`config.mk`:
```
export PLATFORM = sky130hd
export DESIGN_NAME = irq_controller
export DESIGN_NICKNAME = d
export VERILOG_FILES = /design/src/rtl/irqc_pkg.sv /design/src/rtl/irqc_prio_enc.sv /design/src/rtl/irq_controller.sv
export SDC_FILE = /design/constraint.sdc
export NUM_CORES = 1
export LEC_CHECK = 0
export ABC_AREA = 1
export CORE_AREA = 5 5 79 81
export DETAILED_ROUTE_END_ITERATION = 6
export DIE_AREA = 0 0 84 86
export GPL_ROUTABILITY_DRIVEN = 1
export HOLD_SLACK_MARGIN = 0.08
export PLACE_DENSITY = 0.78
export SLEW_MARGIN = 40
export SYNTH_ARGS = -nofsm -noshare
export SYNTH_HDL_FRONTEND = slang
export SYNTH_HIERARCHICAL = 1
export SYNTH_SLANG_ARGS = --single-unit
export TNS_END_PERCENT = 20
```
`constraint.sdc`:
```
create_clock -name clock -period 1.9 [get_ports clock]
set_input_delay 0.38 -clock clock [delete_from_list [all_inputs] [get_ports clock]]
set_output_delay 0.38 -clock clock [all_outputs]
set_load 0.02 [all_outputs]
```
`src/rtl/irqc_pkg.sv`:
```
// Shared definitions for the peribus interrupt controller: register map,
// claim word layout, source limits and the handshake state type.
package irqc_pkg;

    localparam logic [1:0] ADDR_PENDING = 2'd0;
    localparam logic [1:0] ADDR_ENABLE  = 2'd1;
    localparam logic [1:0] ADDR_MODE    = 2'd2;
    localparam logic [1:0] ADDR_CLAIM   = 2'd3;

    localparam int CLAIM_VALID_BIT = 15;
    localparam int MAX_SRC         = 8;
    localparam int ID_W            = 3;

    typedef enum logic [1:0] {
        ST_IDLE    = 2'd0,
        ST_ASSERT  = 2'd1,
        ST_SERVICE = 2'd2
    } irqc_state_e;

    // Claim response: valid flag in the top bit, source id in the low bits
    function automatic logic [15:0] claim_word(input logic [ID_W-1:0] id);
        logic [15:0] word;
        word                  = 16'h0000;
        word[CLAIM_VALID_BIT] = 1'b1;
        word[ID_W-1:0]        = id;
        return word;
    endfunction

endpackage

```
`src/rtl/irqc_prio_enc.sv`:
```
// Fixed-priority encoder: reports the lowest-index set bit of the eligible
// vector and whether any bit is set at all.
module irqc_prio_enc
    import irqc_pkg::*;
#(
    parameter int N = MAX_SRC
) (
    input  logic [N-1:0]    eligible,
    output logic [ID_W-1:0] id,
    output logic            any_valid
);

    // Walk from the top index down so the lowest set index is the last one written
    always_comb begin
        id = {ID_W{1'b0}};
        for (int i = N - 1; i >= 0; i--) begin
            id = eligible[i] ? ID_W'(i) : id;
        end
        any_valid = |eligible;
    end

endmodule

```
`src/rtl/irq_controller.sv`:
```
// Peribus interrupt controller: pending/enable/mode registers, claim and
// end-of-interrupt handshake, single registered interrupt line to the CPU.
module irq_controller
    import irqc_pkg::*;
#(
    parameter int N_SRC = 8
) (
    input  logic             clock,
    input  logic             reset_n,
    input  logic [1:0]       addr,
    input  logic [15:0]      write_data,
    input  logic             write_en,
    input  logic             read_en,
    input  logic             chipselect,
    input  logic [N_SRC-1:0] irq_in,
    output logic [15:0]      read_data,
    output logic             irq_out
);

    logic [N_SRC-1:0] pending_r;
    logic [N_SRC-1:0] enable_r;
    logic [N_SRC-1:0] mode_r;
    logic [N_SRC-1:0] irq_prev_r;
    logic [ID_W-1:0]  claim_id_r;
    logic [15:0]      read_data_r;
    logic             irq_out_r;
    irqc_state_e      state_r;

    logic             bus_rd_s;
    logic             bus_wr_s;
    logic             claim_take_s;
    logic             eoi_s;
    logic [N_SRC-1:0] eligible_s;
    logic [N_SRC-1:0] rise_s;
    logic [N_SRC-1:0] w1c_s;
    logic [N_SRC-1:0] claim_clr_s;
    logic [N_SRC-1:0] mode_chg_s;
    logic [N_SRC-1:0] pending_next_s;
    logic [ID_W-1:0]  win_id_s;
    logic             win_valid_s;
    logic [15:0]      read_next_s;
    logic             unused_wdata_s;

    assign bus_rd_s       = chipselect && read_en;
    assign bus_wr_s       = chipselect && write_en;
    assign eligible_s     = pending_r & enable_r;
    assign rise_s         = irq_in & ~irq_prev_r;
    assign w1c_s          = (bus_wr_s && (addr == ADDR_PENDING)) ? write_data[N_SRC-1:0] : {N_SRC{1'b0}};
    assign mode_chg_s     = (bus_wr_s && (addr == ADDR_MODE)) ? (write_data[N_SRC-1:0] ^ mode_r) : {N_SRC{1'b0}};
    assign claim_take_s   = bus_rd_s && (addr == ADDR_CLAIM) && (state_r == ST_ASSERT) && win_valid_s;
    assign eoi_s          = bus_wr_s && (addr == ADDR_CLAIM) && (state_r == ST_SERVICE);
    assign unused_wdata_s = ^write_data;
    assign read_data      = read_data_r;
    assign irq_out        = irq_out_r;

    irqc_prio_enc #(
        .N (N_SRC)
    ) u_prio_enc (
        .eligible  (eligible_s),
        .id        (win_id_s),
        .any_valid (win_valid_s)
    );

    // Decode which source a successful claim retires
    always_comb begin
        claim_clr_s = {N_SRC{1'b0}};
        for (int i = 0; i < N_SRC; i++) begin
            claim_clr_s[i] = claim_take_s && (win_id_s == ID_W'(i));
        end
    end

    // Next pending value per source: mode change clears, level follows input, edge sets over clears
    always_comb begin
        pending_next_s = pending_r;
        for (int i = 0; i < N_SRC; i++) begin
            if (mode_chg_s[i]) begin
                pending_next_s[i] = 1'b0;
            end else if (!mode_r[i]) begin
                pending_next_s[i] = irq_in[i];
            end else if (rise_s[i]) begin
                pending_next_s[i] = 1'b1;
            end else if (w1c_s[i] || claim_clr_s[i]) begin
                pending_next_s[i] = 1'b0;
            end else begin
                pending_next_s[i] = pending_r[i];
            end
        end
    end

    // Read mux; the claim view depends on where the handshake currently is
    always_comb begin
        read_next_s = read_data_r;
        if (bus_rd_s) begin
            case (addr)
                ADDR_PENDING: read_next_s = 16'(pending_r);
                ADDR_ENABLE:  read_next_s = 16'(enable_r);
                ADDR_MODE:    read_next_s = 16'(mode_r);
                ADDR_CLAIM: begin
                    case (state_r)
                        ST_ASSERT:  read_next_s = win_valid_s ? claim_word(win_id_s) : 16'h0000;
                        ST_SERVICE: read_next_s = claim_word(claim_id_r);
                        default:    read_next_s = 16'h0000;
                    endcase
                end
                default:      read_next_s = 16'h0000;
            endcase
        end else begin
            read_next_s = read_data_r;
        end
    end

    // Source-side registers: edge history, pending, enable and mode
    always_ff @(posedge clock or negedge reset_n) begin
        if (!reset_n) begin
            irq_prev_r <= {N_SRC{1'b0}};
            pending_r  <= {N_SRC{1'b0}};
            enable_r   <= {N_SRC{1'b0}};
            mode_r     <= {N_SRC{1'b0}};
        end else begin
            irq_prev_r <= irq_in;
            pending_r  <= pending_next_s;
            if (bus_wr_s && (addr == ADDR_ENABLE)) begin
                enable_r <= write_data[N_SRC-1:0];
            end else begin
                enable_r <= enable_r;
            end
            if (bus_wr_s && (addr == ADDR_MODE)) begin
                mode_r <= write_data[N_SRC-1:0];
            end else begin
                mode_r <= mode_r;
            end
        end
    end

    // Handshake FSM with registered irq_out, claimed id latch and bus read data
    always_ff @(posedge clock or negedge reset_n) begin
        if (!reset_n) begin
            state_r     <= ST_IDLE;
            irq_out_r   <= 1'b0;
            claim_id_r  <= {ID_W{1'b0}};
            read_data_r <= 16'h0000;
        end else begin
            read_data_r <= read_next_s;
            case (state_r)
                ST_IDLE: begin
                    if (win_valid_s) begin
                        state_r   <= ST_ASSERT;
                        irq_out_r <= 1'b1;
                    end else begin
                        state_r   <= ST_IDLE;
                        irq_out_r <= 1'b0;
                    end
                end
                ST_ASSERT: begin
                    if (claim_take_s) begin
                        state_r    <= ST_SERVICE;
                        irq_out_r  <= 1'b0;
                        claim_id_r <= win_id_s;
                    end else if (!win_valid_s) begin
                        state_r   <= ST_IDLE;
                        irq_out_r <= 1'b0;
                    end else begin
                        state_r   <= ST_ASSERT;
                        irq_out_r <= 1'b1;
                    end
                end
                ST_SERVICE: begin
                    irq_out_r <= 1'b0;
                    if (eoi_s) begin
                        state_r <= ST_IDLE;
                    end else begin
                        state_r <= ST_SERVICE;
                    end
                end
                default: begin
                    state_r   <= ST_IDLE;
                    irq_out_r <= 1'b0;
                end
            endcase
        end
    end

endmodule

```
==> flow_metrics.py <==
metrics = {
    "run_status": {
        "status": "completed",
    },
    "timing": {
        "maxSlewHeadroom_pct": 66.5,
        "period_share_pct": 92.9,
        "worstMarginPinSlew_ns": 0.502,
        "grt_setup_unrepaired": "true",
        "min_period_ns": 1.77,
        "drv_slew": 0,
        "clock_skew_ns": 0.00784,
        "hold_violations": 0,
        "hold_ws_ns": 0.484,
        "timing.fmax_mhz": 567,
        "setup_viol": 0,
    },
    "cells_and_area": {
        "final_nets": 438,
        "mostFrequentLayoutCells": "124 x nand2_1, 55 x inv_1, 47 x dfrtp_1, 31 x clkdlybuf4s50_1, 23 x nor2_1",
        "drive_gt1_share_pct": 11.2,
        "area.growth.synth_to_final_pct": 17.5,
        "layout_commonest_cell": "nand2_1",
        "final_area_mm2": 0.00325,
        "n_antenna_cell": 0,
    },
    "global_route": {
        "grt.total_usage_pct": 17.5,
        "grt_pass1_vias": 2288,
        "grt_first_pass_wirelength_mm": 10.2,
        "antenna_found_initial": 0,
        "grt_overflow": 0,
        "grt_max_degree": 27,
    },
    "routing": {
        "viasPerCell": 4.98,
        "drc_errors": 0,
        "drt-wirelength-per-cell_um": 12.3,
        "ant_nets": 0,
        "drtIter0Drc": 149,
        "drt_first_pass_iters": 4,
        "vias": 2367,
        "wirelength_mm": 5.83,
    },
    "worst_hold_path": {
        "whs_path_depth": 2,
        "min_to": "read_data[15]",
        "hold_path.class": "register to register",
        "min-delay-start": "read_data[15]",
    },
    "power": {
        "vdd_ir_drop_max_v": 0.000463,
        "power.leakage_nw": 1.71,
        "p_per_area_mw_per_mm2": 913,
    },
    "worst_setup_path": {
        "rr_worst_depth": 9,
        "r2r_setup_slack_ns": 0.13,
        "crit_arrival_ns": 1.95,
        "worstPathRequired_ns": 2.09,
        "path_class": "register to register",
        "critPathMaxFanout": 6,
        "end_kind": "register",
        "crit_path_start_kind": "register",
        "r2r-end": "read_data[15]",
        "reg2reg_from": "pending_r[7]",
    },
    "logic_synthesis": {
        "yosysTopAreaCell": "dfrtp_1",
        "syn_inst": 365,
        "yosysTopAreaCellShare_pct": 42.5,
        "synth_area_leaders": "dfrtp_1 43%, nand2_1 17%, inv_1 7.6%",
        "syn-mean-instance-area_um2": 7.58,
        "ys_seq_elements": 47,
        "synthesis.area_mm2": 0.00277,
        "synth.distinct_cells": 31,
        "seq_area_frac_synth_pct": 42.5,
        "ys_warn_count": 6,
    },
    "clock_tree": {
        "cts_tree": "done",
        "cts-root-buf": "clkbuf_8",
        "cts_htree_levels": 2,
        "numCtsBuffers": 5,
        "cts_sinks": 47,
        "clock_latency_ns": 0.30,
        "path_clk_slew_ns": 0.09,
        "cts_max_path_buffers": 2,
    },
    "place": {
        "portBuffers": 32,
        "post-dp-hpwl_mm": 4.50,
        "globalplace.congestion": 0.875,
        "dpl-instance-area_mm2": 0.00314,
    },
    "die": {
        "coreArea_mm2": 0.00541,
        "rows": 27,
        "die_w_um": 84,
        "die_area_mm2": 0.00722,
        "num_io_pins": 48,
        "die_h_um": 86,
        "start_util_pct": 51.2,
    },
    "flow_run": {
        "cap_violations": 0,
    },
}
layout make-up:
cell class	instances	area, µm²
fill	510	2160
clock inverter	1	5.00
inverter	59	229
multi-input combinational	252	1270
tap	72	90.1
clock buffer	6	82.6
timing repair buffer	38	400
sequential	47	1180
flip-flops by register name, summed over array words and instances (netlist names):
name        flops
read_data       9
enable_r        8
irq_prev_r      8
mode_r          8
pending_r       8
claim_id_r      3
state_r         2
irq_out         1
routing by layer:
metal / vias up / track usage [%] / wire (µm) / share of wire [%]
met5: - / 0 / 0 / 0
met4: 0 / 5.12 / 72 / 1.2
met3: 7 / 3.55 / 345 / 5.9
met2: 60 / 30.4 / 2840 / 49
met1: 1099 / 22.2 / 2580 / 44
li1: 1201 / - / - / -
power by group:
| group | switching (mW) | internal (mW) | total [mW] | leakage (nW) |
|---|---|---|---|---|
| Sequential | 0.147 | 1.20 | 1.34 | 0.577 |
| Clock | 0.324 | 0.286 | 0.610 | 0.0470 |
| Combinational | 0.614 | 0.400 | 1.01 | 1.09 |
| Total | 1.09 | 1.88 | 2.97 | 1.71 |
how the worst max path moves through the flow:
stage | start | endpoint | slack [ns] | cells past startpoint
2_1_floorplan | pending_r[7] | read_data[15] | 0.42 | 9
3_3_place_gp | addr[1] | pending_r[4] | 0.09 | 9
3_5_place_dp | addr[0] | pending_r[0] | 0.08 | 10
4_1_cts | pending_r[7] | read_data[15] | 0.11 | 9
5_1_grt | pending_r[7] | pending_r[3] | -0.02 | 10
6_report | pending_r[7] | read_data[15] | 0.13 | 9
cell usage after synthesis:
library cell    n
inv_8           1
o21ai_0        18
nand3_1        20
inv_1          56
nand2_8         1
nand3b_1        1
buf_12          1
nand2_2         3
o21ai_2         8
dfrtp_1        47
buf_2           1
nor3_2          1
nand2_4         3
nand4_1         4
buf_6           3
buf_4           7
o21a_1          3
a21oi_1        13
ha_1            4
nand3_2         3
nand2_1       126
buf_8           1
nor2_8          2
nor2_1         23
nor2_2          2
conb_1          1
or2_1           1
o211ai_1        3
nor2_4          2
inv_2           2
a31oi_1         4
worst max-delay path, cell delays in order, from the launching register on:
cell and delay (ns):
dfrtp_1 0.41, nand2_1 0.08, inv_1 0.04, or2_1 0.24
nor3_2 0.20, nand2_2 0.12, nand2_2 0.12, inv_1 0.13
o211ai_1 0.22, nand2_1 0.07
cells by family after synthesis:
group	after synthesis	share of synthesized area [%]
simple gates	192	32.0
buf+inv	72	12.8
compound gates	49	10.7
flops	47	42.5
fa+ha+maj	4	1.81
other cells	1	0.136
through the flow:
step / worst slack [ns] / setup TNS, ns / total power, mW / utilization, % / cells
2_1_floorplan: 0.423 / 0 / 2.02 / - / 371
3_3_place_gp: 0.0879 / 0 / 2.31 / 58.1 / 467
3_5_place_dp: 0.0849 / 0 / 2.35 / 58.1 / 467
4_1_cts: 0.112 / 0 / 2.96 / 60.0 / 475
5_1_grt: -0.0249 / -0.0249 / 3.20 / 60.1 / 475
6_report: 0.135 / 0 / 2.97 / 60.1 / 475
what timing repair did:
| item | 4_1_cts | 5_1_grt |
|---|---|---|
| hold buffers | 1 | 0 |
| endpoints found under the hold margin | 21 | 0 |
| setup endpoints to repair | 0 | 13 |
| setup buffers | 0 | 0 |
| resized for setup | 0 | 4 |
(Power assumes the default switching activity.)
